<file path="src/rtl/rs_dispatch_scheduler_pkg.sv">
// Shared types for the reservation-station dispatch scheduler: instruction
// payload, station classes, FSM states and the opcode-to-station mapping.
package rs_dispatch_scheduler_pkg;

   localparam int unsigned RS_CLASS_COUNT = 3;
   localparam int unsigned INSTR_W        = 32;
   localparam int unsigned OPCODE_W       = 7;

   typedef logic [OPCODE_W-1:0] opcode_t;

   localparam opcode_t OPC_LOAD   = 7'b0000011;
   localparam opcode_t OPC_STORE  = 7'b0100011;
   localparam opcode_t OPC_BRANCH = 7'b1100011;
   localparam opcode_t OPC_JAL    = 7'b1101111;
   localparam opcode_t OPC_JALR   = 7'b1100111;
   localparam opcode_t OPC_OP     = 7'b0110011;
   localparam opcode_t OPC_OP_IMM = 7'b0010011;
   localparam opcode_t OPC_LUI    = 7'b0110111;
   localparam opcode_t OPC_AUIPC  = 7'b0010111;
   localparam opcode_t OPC_SYSTEM = 7'b1110011;

   typedef struct packed {
      logic [INSTR_W-OPCODE_W-1:0] fields;
      opcode_t                     opcode;
   } instruction_t;

   typedef enum logic [1:0] {
      RS_ALU = 2'd0,
      RS_LSU = 2'd1,
      RS_BRU = 2'd2
   } rs_class_t;

   typedef enum logic {
      DISP_PASS = 1'b0,
      DISP_HOLD = 1'b1
   } dispatch_state_t;

   // Unknown opcodes fall back to the ALU station.
   function automatic rs_class_t classify(input instruction_t instr);
      rs_class_t cls;
      case (instr.opcode)
         OPC_LOAD, OPC_STORE:           cls = RS_LSU;
         OPC_BRANCH, OPC_JAL, OPC_JALR: cls = RS_BRU;
         default:                       cls = RS_ALU;
      endcase
      return cls;
   endfunction

endpackage

</file>
<file path="src/rtl/rs_dispatch_scheduler_credit_counter.sv">
// Free-entry credit counter for one reservation station: takes 0/1/2 per
// cycle, returns 0/1, saturates at full and reloads to full on flush.
module rs_credit_counter #(
   parameter int unsigned NUM_ENTRIES = 8,
   parameter int unsigned CREDIT_W    = $clog2(NUM_ENTRIES) + 1
) (
   input  logic                clk,
   input  logic                rst,
   input  logic                flush_i,
   input  logic [1:0]          dec_i,
   input  logic                inc_i,
   output logic [CREDIT_W-1:0] credit_o
);

   localparam int unsigned SUM_W = CREDIT_W + 1;

   logic [CREDIT_W-1:0] credit_q, credit_d;
   logic [SUM_W-1:0]    avail;

   always_comb begin
      credit_d = credit_q;
      avail    = SUM_W'(credit_q) + SUM_W'(inc_i);
      if (flush_i) begin
         credit_d = CREDIT_W'(NUM_ENTRIES);
      end else if (SUM_W'(dec_i) > avail) begin
         credit_d = '0;
      end else if (avail - SUM_W'(dec_i) > SUM_W'(NUM_ENTRIES)) begin
         credit_d = CREDIT_W'(NUM_ENTRIES);
      end else begin
         credit_d = CREDIT_W'(avail - SUM_W'(dec_i));
      end
   end

   always_ff @(posedge clk or negedge rst) begin
      if (!rst) credit_q <= CREDIT_W'(NUM_ENTRIES);
      else      credit_q <= credit_d;
   end

   assign credit_o = credit_q;

   // Dispatch may only spend credits that were already registered.
   a_no_underflow: assert property (@(posedge clk) disable iff (!rst)
      !flush_i |-> (SUM_W'(dec_i) <= SUM_W'(credit_q)));
   a_saturate: assert property (@(posedge clk) disable iff (!rst)
      credit_q <= CREDIT_W'(NUM_ENTRIES));

endmodule

</file>
<file path="src/rtl/rs_dispatch_scheduler.sv">
// In-order two-wide dispatch into ALU/LSU/BRU reservation stations with
// credit back-pressure and a one-entry split hold. Perf counters: DISPATCH_PERF_CNT_EN.
module rs_dispatch_scheduler
   import rs_dispatch_scheduler_pkg::*;
#(
   parameter int unsigned NUM_RS_ENTRIES = 8,
   parameter int unsigned ROB_WIDTH      = 4
) (
   input  logic                 clk,
   input  logic                 rst,
   input  logic                 flush,
   input  instruction_t         in_instr_0,
   input  instruction_t         in_instr_1,
   input  logic [ROB_WIDTH-1:0] in_rob_id_0,
   input  logic [ROB_WIDTH-1:0] in_rob_id_1,
   input  logic                 in_valid_0,
   input  logic                 in_valid_1,
   output logic                 in_ready,
   input  logic                 alu_issue_valid,
   input  logic                 lsu_issue_valid,
   input  logic                 bru_issue_valid,
   output instruction_t         out_instr_0,
   output instruction_t         out_instr_1,
   output logic [ROB_WIDTH-1:0] out_rob_id_0,
   output logic [ROB_WIDTH-1:0] out_rob_id_1,
   output logic                 alu_valid_0,
   output logic                 alu_valid_1,
   output logic                 lsu_valid_0,
   output logic                 lsu_valid_1,
   output logic                 bru_valid_0,
   output logic                 bru_valid_1,
   output logic [31:0]          stall_cycles,
   output logic [31:0]          hold_events
);

   localparam int unsigned CREDIT_W = $clog2(NUM_RS_ENTRIES) + 1;

   dispatch_state_t state_q, state_d;
   instruction_t    hold_instr_q, hold_instr_d;
   logic [ROB_WIDTH-1:0] hold_rob_q, hold_rob_d;
   instruction_t    out_instr_0_q, out_instr_0_d, out_instr_1_q, out_instr_1_d;
   logic [ROB_WIDTH-1:0] out_rob_0_q, out_rob_0_d, out_rob_1_q, out_rob_1_d;
   logic [RS_CLASS_COUNT-1:0] v0_q, v0_d, v1_q, v1_d, ret;
   logic [RS_CLASS_COUNT-1:0][CREDIT_W-1:0] credit;
   logic [RS_CLASS_COUNT-1:0][1:0]          dec;
   rs_class_t cls0, cls1, clsh;
   logic      fit0, fit1, fith;

   assign ret = {bru_issue_valid, lsu_issue_valid, alu_issue_valid};

   for (genvar g = 0; g < RS_CLASS_COUNT; g++) begin : g_credit
      rs_credit_counter #(
         .NUM_ENTRIES (NUM_RS_ENTRIES),
         .CREDIT_W    (CREDIT_W)
      ) u_credit (
         .clk      (clk),
         .rst      (rst),
         .flush_i  (flush),
         .dec_i    (dec[g]),
         .inc_i    (ret[g]),
         .credit_o (credit[g])
      );
   end

   // Fit decisions look only at registered credits.
   always_comb begin
      cls0 = classify(in_instr_0);
      cls1 = classify(in_instr_1);
      clsh = classify(hold_instr_q);
      fit0 = credit[cls0] != '0;
      fit1 = (cls1 == cls0) ? (credit[cls1] >= CREDIT_W'(2)) : (credit[cls1] != '0);
      fith = credit[clsh] != '0;
   end

   always_comb begin
      state_d       = state_q;
      hold_instr_d  = hold_instr_q;
      hold_rob_d    = hold_rob_q;
      out_instr_0_d = out_instr_0_q;
      out_instr_1_d = out_instr_1_q;
      out_rob_0_d   = out_rob_0_q;
      out_rob_1_d   = out_rob_1_q;
      v0_d          = '0;
      v1_d          = '0;
      dec           = '0;
      in_ready      = 1'b0;
      if (flush) begin
         state_d = DISP_PASS;
      end else begin
         case (state_q)
            DISP_PASS: begin
               in_ready = !in_valid_0 || fit0;
               if (in_valid_0 && fit0) begin
                  v0_d[cls0]    = 1'b1;
                  out_instr_0_d = in_instr_0;
                  out_rob_0_d   = in_rob_id_0;
                  dec[cls0]     = dec[cls0] + 2'd1;
                  if (in_valid_1) begin
                     if (fit1) begin
                        v1_d[cls1]    = 1'b1;
                        out_instr_1_d = in_instr_1;
                        out_rob_1_d   = in_rob_id_1;
                        dec[cls1]     = dec[cls1] + 2'd1;
                     end else begin
                        hold_instr_d = in_instr_1;
                        hold_rob_d   = in_rob_id_1;
                        state_d      = DISP_HOLD;
                     end
                  end
               end
            end
            DISP_HOLD: begin
               if (fith) begin
                  v0_d[clsh]    = 1'b1;
                  out_instr_0_d = hold_instr_q;
                  out_rob_0_d   = hold_rob_q;
                  dec[clsh]     = 2'd1;
                  state_d       = DISP_PASS;
               end
            end
            default: state_d = DISP_PASS;
         endcase
      end
   end

   always_ff @(posedge clk or negedge rst) begin
      if (!rst) begin
         state_q       <= DISP_PASS;
         hold_instr_q  <= '0;
         hold_rob_q    <= '0;
         out_instr_0_q <= '0;
         out_instr_1_q <= '0;
         out_rob_0_q   <= '0;
         out_rob_1_q   <= '0;
         v0_q          <= '0;
         v1_q          <= '0;
      end else begin
         state_q       <= state_d;
         hold_instr_q  <= hold_instr_d;
         hold_rob_q    <= hold_rob_d;
         out_instr_0_q <= out_instr_0_d;
         out_instr_1_q <= out_instr_1_d;
         out_rob_0_q   <= out_rob_0_d;
         out_rob_1_q   <= out_rob_1_d;
         v0_q          <= v0_d;
         v1_q          <= v1_d;
      end
   end

   assign out_instr_0  = out_instr_0_q;
   assign out_instr_1  = out_instr_1_q;
   assign out_rob_id_0 = out_rob_0_q;
   assign out_rob_id_1 = out_rob_1_q;
   assign alu_valid_0  = v0_q[RS_ALU];
   assign lsu_valid_0  = v0_q[RS_LSU];
   assign bru_valid_0  = v0_q[RS_BRU];
   assign alu_valid_1  = v1_q[RS_ALU];
   assign lsu_valid_1  = v1_q[RS_LSU];
   assign bru_valid_1  = v1_q[RS_BRU];

`ifdef DISPATCH_PERF_CNT_EN
   logic [31:0] stall_cnt_q, hold_cnt_q;
   logic        hold_evt;

   assign hold_evt = (state_q == DISP_PASS) && (state_d == DISP_HOLD);

   // Free-running wrap-around counters, cleared only by reset.
   always_ff @(posedge clk or negedge rst) begin
      if (!rst) begin
         stall_cnt_q <= '0;
         hold_cnt_q  <= '0;
      end else begin
         if (in_valid_0 && !in_ready && !flush) stall_cnt_q <= stall_cnt_q + 32'd1;
         if (hold_evt)                          hold_cnt_q  <= hold_cnt_q + 32'd1;
      end
   end

   assign stall_cycles = stall_cnt_q;
   assign hold_events  = hold_cnt_q;
`else
   assign stall_cycles = '0;
   assign hold_events  = '0;
`endif

endmodule

</file>
<file path="config.mk">
export PLATFORM = sky130hd
export DESIGN_NAME = rs_dispatch_scheduler
export DESIGN_NICKNAME = d
export VERILOG_FILES = /design/src/rtl/rs_dispatch_scheduler_pkg.sv /design/src/rtl/rs_dispatch_scheduler_credit_counter.sv /design/src/rtl/rs_dispatch_scheduler.sv
export SDC_FILE = /design/constraint.sdc
export NUM_CORES = 1
export LEC_CHECK = 0
export CAP_MARGIN = 20
export CORE_MARGIN = 2
export CORE_UTILIZATION = 25
export DETAILED_ROUTE_END_ITERATION = 6
export SYNTH_ARGS = -nofsm -noshare
export SYNTH_HDL_FRONTEND = slang
export SYNTH_SLANG_ARGS = --single-unit
</file>
<file path="constraint.sdc">
create_clock -name clk -period 4.8 [get_ports clk]
set_input_delay 0.96 -clock clk [delete_from_list [all_inputs] [get_ports clk]]
set_output_delay 0.96 -clock clk [all_outputs]
set_load 0.02 [all_outputs]
</file>
# Word level (Yosys, flattened, before mapping)
# Cells that the tools add are included.
dict set report word_totals {
  regBits 127
  output_inout_bits 143
  in_bits 80
}
dict set report classes {
  eq_ne 18
  magnitude_cmp 13
  mux 65
  addsub 8
  n_reduce_logical 18
  n_bitwise 4
}
# op count
set op_table {}
lappend op_table {{$mux 32} 2}
lappend op_table {{$pmux 32 s2} 1}
lappend op_table {{$eq 7x7->1 const B} 9}
lappend op_table {{$mux 4} 14}
lappend op_table {{$bmux 4 s2} 3}
lappend op_table {{$mux 3} 8}
lappend op_table {{$mux 6} 4}
lappend op_table {{$eq 7x2->1 const B} 3}
lappend op_table {{$eq 7x6->1 const B} 3}
lappend op_table {{$add 4x1->5} 3}
lappend op_table {{$gt 2x5->1} 3}
lappend op_table {{$gt 5x4->1 const B} 3}
lappend op_table {{$sub 5x2->5} 3}
lappend op_table {{$demux 2 s2} 3}
lappend op_table {{$pmux 2 s2} 3}
lappend op_table {{$pmux 6 s2} 1}
lappend op_table {{$reduce_bool 4->1} 3}
lappend op_table {{$mux 1} 11}
lappend op_table {{$mux 2} 5}
lappend op_table {{$reduce_and 5->1} 2}
lappend op_table {{$lt 2x3->1 const B} 3}
lappend op_table {{$reduce_or 3->1} 3}
lappend op_table {{$bmux 2 s2} 2}
lappend op_table {{$pmux 4 s2} 1}
lappend op_table {{18 further kinds} 30}

# Depth between registers and ports, before layout
# Gate-level depths: netlist of the first run.
dict set report depth {
  ltp_word 22
  ltp_mapped 16
  ltp_nobuf 15
}

# Modules after synthesis
# A second synthesis of the first run with hierarchy kept.
dict set report unflattened {
  cells_unflattened 580
  hier_area_um2 6716.4
}
# mod instances seq_area_each_um2 area_each_um2 cells_each
set modules_own_cells {}
lappend modules_own_cells {rs_dispatch_scheduler 1 2877.8 5661.7 471}
lappend modules_own_cells {{rs_credit_counter at g_credit[1].u_credit} 1 101.3 357.8 37}
lappend modules_own_cells {{rs_credit_counter at g_credit[0].u_credit} 1 101.3 352.8 36}
lappend modules_own_cells {{rs_credit_counter at g_credit[2].u_credit} 1 101.3 344.1 36}

# Worst setup path after synthesis of the first run
# OpenSTA, ideal clock, no wires.
dict set report synth_timing {
  path_type {input-to-reg}
  start {input in_instr_0[4] in the netlist's numbering}
  end {register g_credit[2].u_credit.credit_q[2]}
  arrival_time_ps 4135
  path_stages 14
  setup_ps 73
  slack_ps 592
  required_ps 4727
  path_cell_list {nand3b_4 or3_1 nor4_1 a41o_2 and4bb_1 buf_6 buf_6 nand3_1 fa_1 xnor2_1 nor3b_1 a21oi_1 or4_1 nor2b_1}
}
dict set report synth_between {
  elab_chain_len 22
  word_cells_on_any_way 38
}
# item line_no
set synth_rtl {}
lappend synth_rtl {{start, declared} rs_dispatch_scheduler.sv:12} ;# input instruction_t in_instr_0,
lappend synth_rtl {{$eq 7x7->1 (tied with other cells)} rs_dispatch_scheduler_pkg.sv:41} ;# case (instr.opcode)
lappend synth_rtl {{$reduce_or 3->1 / $reduce_or 2->1 (equally long branches)} rs_dispatch_scheduler_pkg.sv:41}
lappend synth_rtl {{$pmux 2 s2 *} rs_dispatch_scheduler_pkg.sv:41}
lappend synth_rtl {{$lt 2x3->1 (not written as such) / $ge 2x1->1 (equally long branches)} rs_dispatch_scheduler.sv:97} ;# dec[cls0] = dec[cls0] + 2'd1;
lappend synth_rtl {{$logic_and 1x1->1 (not written as such)} rs_dispatch_scheduler.sv:97}
lappend synth_rtl {{$mux 2 (not written as such)} rs_dispatch_scheduler.sv:97}
lappend synth_rtl {{$demux 2 s2} rs_dispatch_scheduler.sv:97}
lappend synth_rtl {{$and 6x6->6 (no line)} -}
lappend synth_rtl {{[7 not listed]} -}
lappend synth_rtl {{$pmux 6 s2 *} rs_dispatch_scheduler.sv:90} ;# case (state_q)
lappend synth_rtl {{$mux 6 *} rs_dispatch_scheduler.sv:87} ;# if (flush) begin
lappend synth_rtl {{$sub 5x2->5} rs_dispatch_scheduler_credit_counter.sv:27} ;# end else if (avail - SUM_W'(dec_i) > SUM_W'(NUM_ENTRIES)) begin
lappend synth_rtl {{$gt 5x4->1} rs_dispatch_scheduler_credit_counter.sv:27}
lappend synth_rtl {{$mux 4} rs_dispatch_scheduler_credit_counter.sv:27}
lappend synth_rtl {{$mux 4 *} rs_dispatch_scheduler_credit_counter.sv:25} ;# end else if (SUM_W'(dec_i) > avail) begin
lappend synth_rtl {{$mux 4 *} rs_dispatch_scheduler_credit_counter.sv:23} ;# if (flush_i) begin
lappend synth_rtl {{named net g_credit[2].u_credit.credit_d[2]} rs_dispatch_scheduler_credit_counter.sv:17} ;# logic [CREDIT_W-1:0] credit_q, credit_d;
lappend synth_rtl {{end signal, assigned} rs_dispatch_scheduler_credit_counter.sv:35} ;# if (!rst) credit_q <= CREDIT_W'(NUM_ENTRIES);
lappend synth_rtl {{end signal, assigned} rs_dispatch_scheduler_credit_counter.sv:36} ;# else credit_q <= credit_d;
lappend synth_rtl {{end, declared} rs_dispatch_scheduler_credit_counter.sv:17}
# Mark *: on every way through the listed nets, which the timed path passes. The rest lies on a longest branch. The select of a mux whose other input is x is not followed.
# A chain may end at the register's enable or synchronous reset.

# Final worst setup path of the first run
dict set report layout_timing {
  start {input in_instr_0[2] in the netlist's numbering}
  end {output in_ready}
}
dict set report layout_between {
  elab_chain_len 9
  word_cells_on_any_way 14
}
# item line_no
set layout_rtl {}
lappend layout_rtl {{$eq 7x7->1 (tied with other cells)} rs_dispatch_scheduler_pkg.sv:41}
lappend layout_rtl {{$reduce_or 3->1 / $reduce_or 2->1 (equally long branches)} rs_dispatch_scheduler_pkg.sv:41}
lappend layout_rtl {{$pmux 2 s2 *} rs_dispatch_scheduler_pkg.sv:41}
lappend layout_rtl {{$bmux 4 s2 *} rs_dispatch_scheduler.sv:70} ;# fit0 = credit[cls0] != '0;
lappend layout_rtl {{$mux 4 (not written as such) *} rs_dispatch_scheduler.sv:70}
lappend layout_rtl {{$reduce_bool 4->1 *} rs_dispatch_scheduler.sv:70}
lappend layout_rtl {{$logic_or 1x1->1 *} rs_dispatch_scheduler.sv:92} ;# in_ready = !in_valid_0 || fit0;
lappend layout_rtl {{$mux 1 *} rs_dispatch_scheduler.sv:90}
lappend layout_rtl {{$mux 1 *} rs_dispatch_scheduler.sv:87}
lappend layout_rtl {{end, declared} rs_dispatch_scheduler.sv:18} ;# output logic in_ready,
# Mark *: on every way between the ends. The rest lies on a longest branch, timed or not. The select of a mux whose other input is x is not followed.

==> results of run 1 <==
[registers in the layout, summed over array words and instances, names as in the netlist]
| register | count |
|---|---|
| g_credit.u_credit.credit_o | 12 |
| hold_instr_q | 32 |
| hold_rob_q | 4 |
| out_instr_0 | 32 |
| out_instr_1 | 32 |
| out_rob_id_0 | 4 |
| out_rob_id_1 | 4 |
| state_q | 1 |
| v0_q | 3 |
| v1_q | 3 |
[logic make-up (layout without fill, tap and decap cells)]
group	count (synthesis)	after routing	share of synthesized area, %
AND/OR/NAND/NOR	133	133	10.4
XOR/XNOR	10	10	1.28
AO/OA/AOI/OAI	86	86	8.00
flip-flops	127	127	46.5
adder cells (fa/ha/maj)	15	15	3.07
buffers and inverters	98	215	9.90
multiplexers	109	109	20.7
other	1	65	0.0548
[worst max-delay path: cells and delay by family]
family	cells	cell delay, ps
buffers and inverters	2	1130
AO/OA/AOI/OAI	3	780
AND/OR/NAND/NOR	1	450
multiplexers	1	130
[cells in the final DEF (no fill, tap or decap), drive strengths merged, types with 4 or more instances in the layout]
cell	n
clkinvlp	4
nand3b	4
nor2b	9
and3	6
and2	5
clkbuf	17
nor2	16
xnor2	6
mux2i	37
nand3	12
xor2	4
ha	12
inv	20
dfrtp	124
o22ai	4
nor3	10
a21oi	13
buf	15
o21ai	44
mux2	72
or3	5
conb	64
nand2	52
nor4	4
clkdlybuf4s50	157
[layout make-up]
class,count,area (sq um)
clock buffers,17,425
well taps,341,427
inverters,11,41.3
diodes,1,2.50
fillers,2681,17700
multi-input cells,417,3240
flip-flops and latches,127,3180
clock inverters,15,146
repair buffers,172,1700
[how the worst min path moves through the flow]
stage                      end  slack (ps)  cells past startpoint
3_5_place_dp   out_instr_0[15]         470                      2
5_1_grt        out_instr_0[11]         500                      2
4_1_cts        out_instr_0[29]         490                      2
6_report       out_instr_0[11]         480                      2
3_3_place_gp   out_instr_0[10]         460                      2
2_1_floorplan    hold_rob_q[0]         480                      1
[synthesized netlist by cell type (all sizes together), types with 5 or more instances]
cell type  instances  area share, %
a21oi             13           0.95
and2               5           0.46
and3               6           0.55
buf               80            8.9
clkbuf             7           0.38
dfrtp            124             45
ha                12            2.2
inv               11           0.60
mux2              72             15
mux2i             37            5.4
nand2             52            2.9
nand3             12           0.88
nor2              16           0.99
nor2b              9           0.82
nor3              10           0.90
o21ai             44            3.2
or3                5           0.46
xnor2              6           0.77
[metrics by stage]
stage,cells,utilization [%]
after floorplan,642,-
after global placement,1068,32.0
after detailed placement,1068,32.0
after CTS,1100,34.1
after global routing,1101,34.1
final,1101,34.1
[per-layer routing]
layer,part of all wire (%),up-vias,GRT usage [%]
met4,1.7,0,4.01
met1,45,2338,16.0
li1,-,2254,-
met2,47,165,19.4
met5,0,-,0
met3,6.7,19,4.48
[power by group through the flow]
stage	Clock (mW)	Combinational, mW	Sequential [mW]
6_report	1.27	2.14	1.84
5_1_grt	1.37	2.30	1.91
4_1_cts	1.32	2.17	1.84
3_5_place_dp	0	2.16	1.86
3_3_place_gp	0	2.13	1.84
2_1_floorplan	0	0.972	2.14
==> Flow_metrics.wiki, run 1 <==
{| class="wikitable"
! Metric !! Value
|-
| Peak supply drop || between 0.2 and 0.25 mV
|-
| Worst Setup SP || in_instr_0[2]
|-
| Weighted congestion at the end of routability-driven global placement || 0.852
|-
| Setup clock skew after layout || 14.3 ps
|-
| CP Max Fanout || 4
|-
| Starting density of the core || approximately a quarter
|-
| Number of input and output port buffers inserted || about 160
|-
| DRC violation count after routing || 0
|-
| Most frequently used flop master after synthesis || sky130_fd_sc_hd__dfrtp_1
|-
| Via total after detailed routing || around 4,800
|-
| Number of antenna violations at the first check in global routing || 1
|-
| Cell area after placement || ~0.0086 sq mm
|-
| Headroom to the max-slew limit || 39.0%
|-
| Hold Violations, Final || 0
|-
| Total power || around 5.3 mW
|-
| Hold path startpoint || out_instr_0[11]
|-
| Vertical die dimension || approximately 170 um
|-
| Total grt overflow || 0
|-
| Cell row count || 60
|-
| Number of setup violations in the final report || 0
|-
| HPWL after detailed placement || approximately 13,000 um
|-
| Cell Pwr Density || 573 mW/mm^2
|-
| Post-DR vias/cell || 4.34
|-
| Final hold slack || 476 ps
|-
| Number of cell instances on the worst register-to-register path || 12
|-
| Maximum level of the CTS H-tree || 4
|-
| Clock-pin slew on the worst setup and hold paths || approximately 60 ps
|-
| Startpoint of the worst register-to-register path || g_credit[2].u_credit.credit_o[3]
|-
| Number of max-cap violations || 0
|-
| Pleak || between 4 and 5 nW
|-
| Final WS setup || approximately 390 ps
|-
| Final critical path time including I/O delays and setup || ~4400 ps
|-
| Number of synthesized flops with an enable pin || 0
|-
| Tightest Hold Check Type || reg -> reg
|-
| Power dissipated by switching net loads || between 1.5 and 2 mW
|-
| Number of buffers inserted by hold repair at cts || 0
|-
| Final worst path period share || between 90% and 100%
|-
| Crit. End Element || output port
|-
| Net switching fraction of the power || around a third
|-
| Violation count after the first detailed-route iteration || between 150 and 200
|-
| Post-CTS repair timing setup buffer count || 0
|-
| Worst endpoint data arrival time || approximately 3500 ps
|-
| Die W || about 170 um
|-
| Worst-Skew Late Latency || around 420 ps
|-
| Post-Syn Area per Cell || ~12 sq um
|-
| Reg2reg end || g_credit[2].u_credit.credit_o[1]
|-
| Vias in the first global route || 4,840
|-
| Final design instance area without fill || 0.00916 sq mm
|-
| TritonCTS clock tree || done
|-
| Critical path cell sequence || clkdlybuf4s50_1 -> or3_1 -> o21ai_1 -> a21boi_1 -> mux2i_1 -> a211oi_1 -> clkdlybuf4s50_1
|-
| Sequential group share of total power || 35.0%
|-
| Actual slew at the worst max-slew pin || 915 ps
|-
| Number of iterations in the first detailed-routing pass || 4
|-
| Design internal power || 3.41 mW
|-
| Peak Freq || approximately 0.23 GHz
|-
| Classification of the worst setup path || in -> out
|-
| Total clock buffers created by CTS || 17
|-
| Net count, final || around 840
|-
| Worst EP required || 3840 ps
|-
| Gates resized, CTS repair || 0
|-
| Synthesized area || roughly 0.007 sq mm
|-
| Final Max Slew Viols || 0
|-
| Final-layout setup total negative slack || 0 ps
|-
| Root buffer cell || sky130_fd_sc_hd__clkbuf_16
|-
| Fraction of power consumed by combinational cells || between 40 and 50%
|-
| Global-route wire length before repair || about 27,000 um
|-
| Maximum clock insertion buffer count || 2
|-
| Floorplan die area || approximately 0.029 sq mm
|-
| Setup repair after global routing missed its margin || no
|-
| Number of unique standard cell types used by synthesis || 58
|-
| Floorplan Core Area || around 0.027 sq mm
|-
| Pin count of the biggest net entering global routing || 94
|-
| Post-Synthesis Cells || ~580
|-
| Growth of design area from synthesis to finish || 34.0%
|-
| Run status || finished clean
|-
| Startpoint kind of the worst setup timing path || input port
|-
| Reg-to-reg slack, setup || 1050 ps
|-
| CP most frequent cell || sky130_fd_sc_hd__clkdlybuf4s50_1
|-
| Number of primary I/O pins || 223
|-
| Part of the power in the clock network || 24.3%
|-
| Post-detailed-route count of antenna-violating nets || 0
|-
| CTS sink count || 127
|-
| Critical Path Sink || in_ready
|-
| Critical Path Slowest Stage Cell || sky130_fd_sc_hd__clkdlybuf4s50_1
|-
| Overall track demand over capacity in global routing || between 10% and 20%
|-
| Total of flip-flops plus latches after synthesis || about 130
|-
| Wire length per cell || 15.9 um
|-
| Post-place setup slack || about 83 ps
|-
| Routed WL || 17,500 um
|-
| Portion of the post-synthesis area used by sequential elements || between 40% and 50%
|-
| Fraction of layout instances using a drive strength above 1 || around 17%
|-
| Slowest cell delay on critical path || about 700 ps
|-
| Async set-reset flop share out of synthesis || 100%
|-
| Yosys Warn Count || 0
|}
Note: power is estimated with default switching activity, not from simulation.
==> inputs of run 2 (changes only) <==
--- a/config.mk
+++ b/config.mk
@@ -6,9 +6,9 @@
 export NUM_CORES = 1
 export LEC_CHECK = 0
 export CAP_MARGIN = 20
-export CORE_MARGIN = 2
-export CORE_UTILIZATION = 25
+export CORE_UTILIZATION = 38
 export DETAILED_ROUTE_END_ITERATION = 6
+export PLACE_DENSITY = 0.68
 export SYNTH_ARGS = -nofsm -noshare
 export SYNTH_HDL_FRONTEND = slang
 export SYNTH_SLANG_ARGS = --single-unit
==> run 2 against run 1 <==
Cell count fell by 11%. Sequential cell count did not move. Power fell by 0.86%. Combinational power barely moved. Core utilization rose by 18 points. First-iteration DRC count fell by 7.1%. Die area fell by 35%. Sequential share of layout area rose by 0.63 points. Setup slack got worse by 2.2 ps. Clock power fell by 4%. Count of clock-buffer cells in the layout rose by 2. Largest cell class unchanged.
==> Flow_metrics.wiki, run 2 (synthesis results as in run 1) <==
{| class="wikitable"
! Metric !! Value
|-
| Global-route wire length before repair || 27,100 um
|-
| Post-CTS repair timing setup buffer count || 0
|-
| TritonCTS clock tree || done
|-
| Setup repair after global routing missed its margin || no
|-
| Maximum level of the CTS H-tree || 4
|-
| Cell Count, Final, Fillers Out || between 900 and 1,000
|-
| Final WS setup || roughly 390 ps
|-
| Vertical die dimension || 136 um
|-
| CP Max Fanout || 6
|-
| Run status || finished clean
|-
| Violation count after the first detailed-route iteration || 184
|-
| Tightest Hold Check Type || reg -> reg
|-
| Pin count of the biggest net entering global routing || 74
|-
| Final worst path period share || approximately 92%
|-
| Slowest cell delay on critical path || between 500 and 600 ps
|-
| Net count, final || roughly 840
|-
| Total clock buffers created by CTS || 17
|-
| Post-DR vias/cell || between 4 and 5
|-
| Final critical path time including I/O delays and setup || roughly 4400 ps
|-
| Placed cells || roughly 950
|-
| Most used cells in the layout excluding fill and tap cells || sky130_fd_sc_hd__clkdlybuf4s50_1 (157), sky130_fd_sc_hd__dfrtp_1 (123), sky130_fd_sc_hd__conb_1 (64), sky130_fd_sc_hd__mux2_4 (63), sky130_fd_sc_hd__nand2_1 (52)
|-
| Via total after detailed routing || 4,836
|-
| Final Max Slew Viols || 0
|-
| Post-place setup slack || -28.4 ps
|-
| Number of antenna cells inserted || 0
|-
| Worst-Skew Late Latency || between 400 and 500 ps
|-
| Most common library cell in the layout ignoring fill and taps || sky130_fd_sc_hd__clkdlybuf4s50_1
|-
| Peak Freq || between 0.2 and 0.25 GHz
|-
| Largest delay share family, worst path || compound AO/OA/AOI/OAI gates
|-
| Cell Pwr Density || ~580 mW/mm^2
|-
| CTS sink count || approximately 130
|-
| CP most frequent cell || sky130_fd_sc_hd__a21oi_1
|-
| Root buffer cell || sky130_fd_sc_hd__clkbuf_16
|-
| Cell row count || 48
|-
| Number of primary I/O pins || about 220
|-
| Number of antenna violations at the first check in global routing || 0
|-
| Actual slew at the worst max-slew pin || between 700 and 800 ps
|-
| Peak supply drop || roughly 0.28 mV
|-
| Overall track demand over capacity in global routing || just under 20%
|-
| Post-detailed-route count of antenna-violating nets || 0
|-
| Final-layout fill cell count || 1,515
|-
| Fraction of layout instances using a drive strength above 1 || roughly 17%
|-
| Number of input and output port buffers inserted || around 160
|-
| Headroom to the max-slew limit || 49.4%
|-
| Global Route met2 Usage || a little under a third
|-
| Number of buffers inserted by hold repair at cts || 0
|-
| Sequential group share of total power || roughly a third
|-
| Number of iterations in the first detailed-routing pass || 4
|-
| Critical path cell sequence || clkdlybuf4s50_1 -> or2_1 -> a211oi_1 -> o22ai_1 -> a21oi_1 -> o21ai_0 -> a221oi_1 -> ha_1 -> inv_1 -> fa_1 -> xnor2_1 -> nor3b_1 -> a21oi_1 -> or4_1 -> nor2b_1
|-
| Hold Violations, Final || 0
|-
| Number of max-cap violations || 0
|-
| Design internal power || approximately 3.4 mW
|-
| GRT met3 Usage || between 5 and 6%
|-
| Number of setup violations in the final report || 0
|-
| Grt met1 use || about a quarter
|-
| Worst EP required || 5140 ps
|-
| Starting density of the core || around two fifths
|-
| Weighted congestion at the end of routability-driven global placement || approximately 0.86
|-
| Wire length per cell || about 17 um
|-
| Gates resized, CTS repair || 0
|-
| Worst endpoint data arrival time || 4750 ps
|-
| Total power || between 5 and 6 mW
|-
| Floorplan die area || about 0.019 sq mm
|-
| Global-route layer with the greatest usage || met2
|-
| Total grt overflow || 0
|-
| Routed WL || 17,000 um
|-
| Cell area after placement || 0.00843 sq mm
|-
| Final design instance area without fill || 0.00900 sq mm
|-
| Worst path buffer plus inverter count || 2
|-
| Fraction of power consumed by combinational cells || approximately two fifths
|-
| Classification of the worst setup path || in -> reg
|-
| Pleak || slightly above 4 nW
|-
| Critical Path Slowest Stage Cell || sky130_fd_sc_hd__or4_1
|-
| Crit. End Element || flip-flop
|-
| Power dissipated by switching net loads || 1.79 mW
|-
| Setup clock skew after layout || 10.7 ps
|-
| Growth of design area from synthesis to finish || 31.6%
|-
| Die W || approximately 140 um
|-
| Net switching fraction of the power || 34.4%
|-
| DRC violation count after routing || 0
|-
| HPWL after detailed placement || 12,500 um
|-
| Part of the power in the clock network || a little under a quarter
|-
| Maximum clock insertion buffer count || 2
|-
| Clock-pin slew on the worst setup and hold paths || about 50 ps
|-
| Startpoint kind of the worst setup timing path || input port
|-
| Floorplan Core Area || ~0.017 sq mm
|-
| Vias in the first global route || ~5,000
|}
[run 2: stage by stage]
step                      setup TNS, ps  hold slack, ps  util [%]
after floorplan                       0             479         -
after global placement                0             462      48.4
after detailed placement          -40.7             469      48.4
after CTS                             0             482      51.7
after global routing                  0             503      51.7
final                                 0             477      51.7
[run 2: power groups by stage]
| stage | sequential, mW | clock [mW] | combinational [mW] |
|---|---|---|---|
| floorplan | 2.14 | 0 | 0.972 |
| global placement | 1.83 | 0 | 2.12 |
| detailed placement | 1.84 | 0 | 2.16 |
| CTS | 1.84 | 1.25 | 2.17 |
| global route | 1.90 | 1.31 | 2.32 |
| finish | 1.84 | 1.22 | 2.15 |
[run 2: layout make-up]
class                   instances  area, sq um  share of cell area, %
clock buffers                  19          453                   5.03
clock inverters                12          113                   1.25
inverters                      11         41.3                  0.459
multi-input cells             417         3240                   36.0
flip-flops and latches        127         3180                   35.4
well taps                     225          282                   3.13
repair buffers                173         1690                   18.8
[run 2: worst paths after layout]
check / startpoint / endpoint / slack, ps / cells past startpoint
max reg2reg: g_credit[2].u_credit.credit_o[2] / g_credit[2].u_credit.credit_o[2] / 920 / 14
max in group asynchronous: rst / out_instr_0[28] / 3240 / 2
min in group asynchronous: rst / out_instr_1[17] / 510 / 1
min reg2reg: out_instr_0[6] / out_instr_0[6] / 480 / 2
max: in_instr_1[6] / g_credit[2].u_credit.credit_o[2] / 390 / 15
min: out_instr_0[6] / out_instr_0[6] / 480 / 2
[run 2: tightest hold or removal path, stage by stage (launching register included)]
cell,delay (ps)
sky130_fd_sc_hd__dfrtp_1,340
sky130_fd_sc_hd__nand2_1,50
sky130_fd_sc_hd__o21ai_0,60
[run 2: per-layer routing]
layer	wire (um)	vias to the layer above
met5	0	-
met2	8060	184
li1	-	2259
met3	1160	22
met4	320	0
met1	7430	2371
==> inputs of run 3 (changes only) <==
--- a/config.mk
+++ b/config.mk
@@ -7,8 +7,10 @@
 export LEC_CHECK = 0
 export CAP_MARGIN = 20
 export CORE_UTILIZATION = 38
+export CTS_CLUSTER_SIZE = 12
 export DETAILED_ROUTE_END_ITERATION = 6
 export PLACE_DENSITY = 0.68
+export SLEW_MARGIN = 15
 export SYNTH_ARGS = -nofsm -noshare
 export SYNTH_HDL_FRONTEND = slang
 export SYNTH_SLANG_ARGS = --single-unit
==> results of run 3 <==
No change in the layout: final DEF, timing and power equal those of run 2.
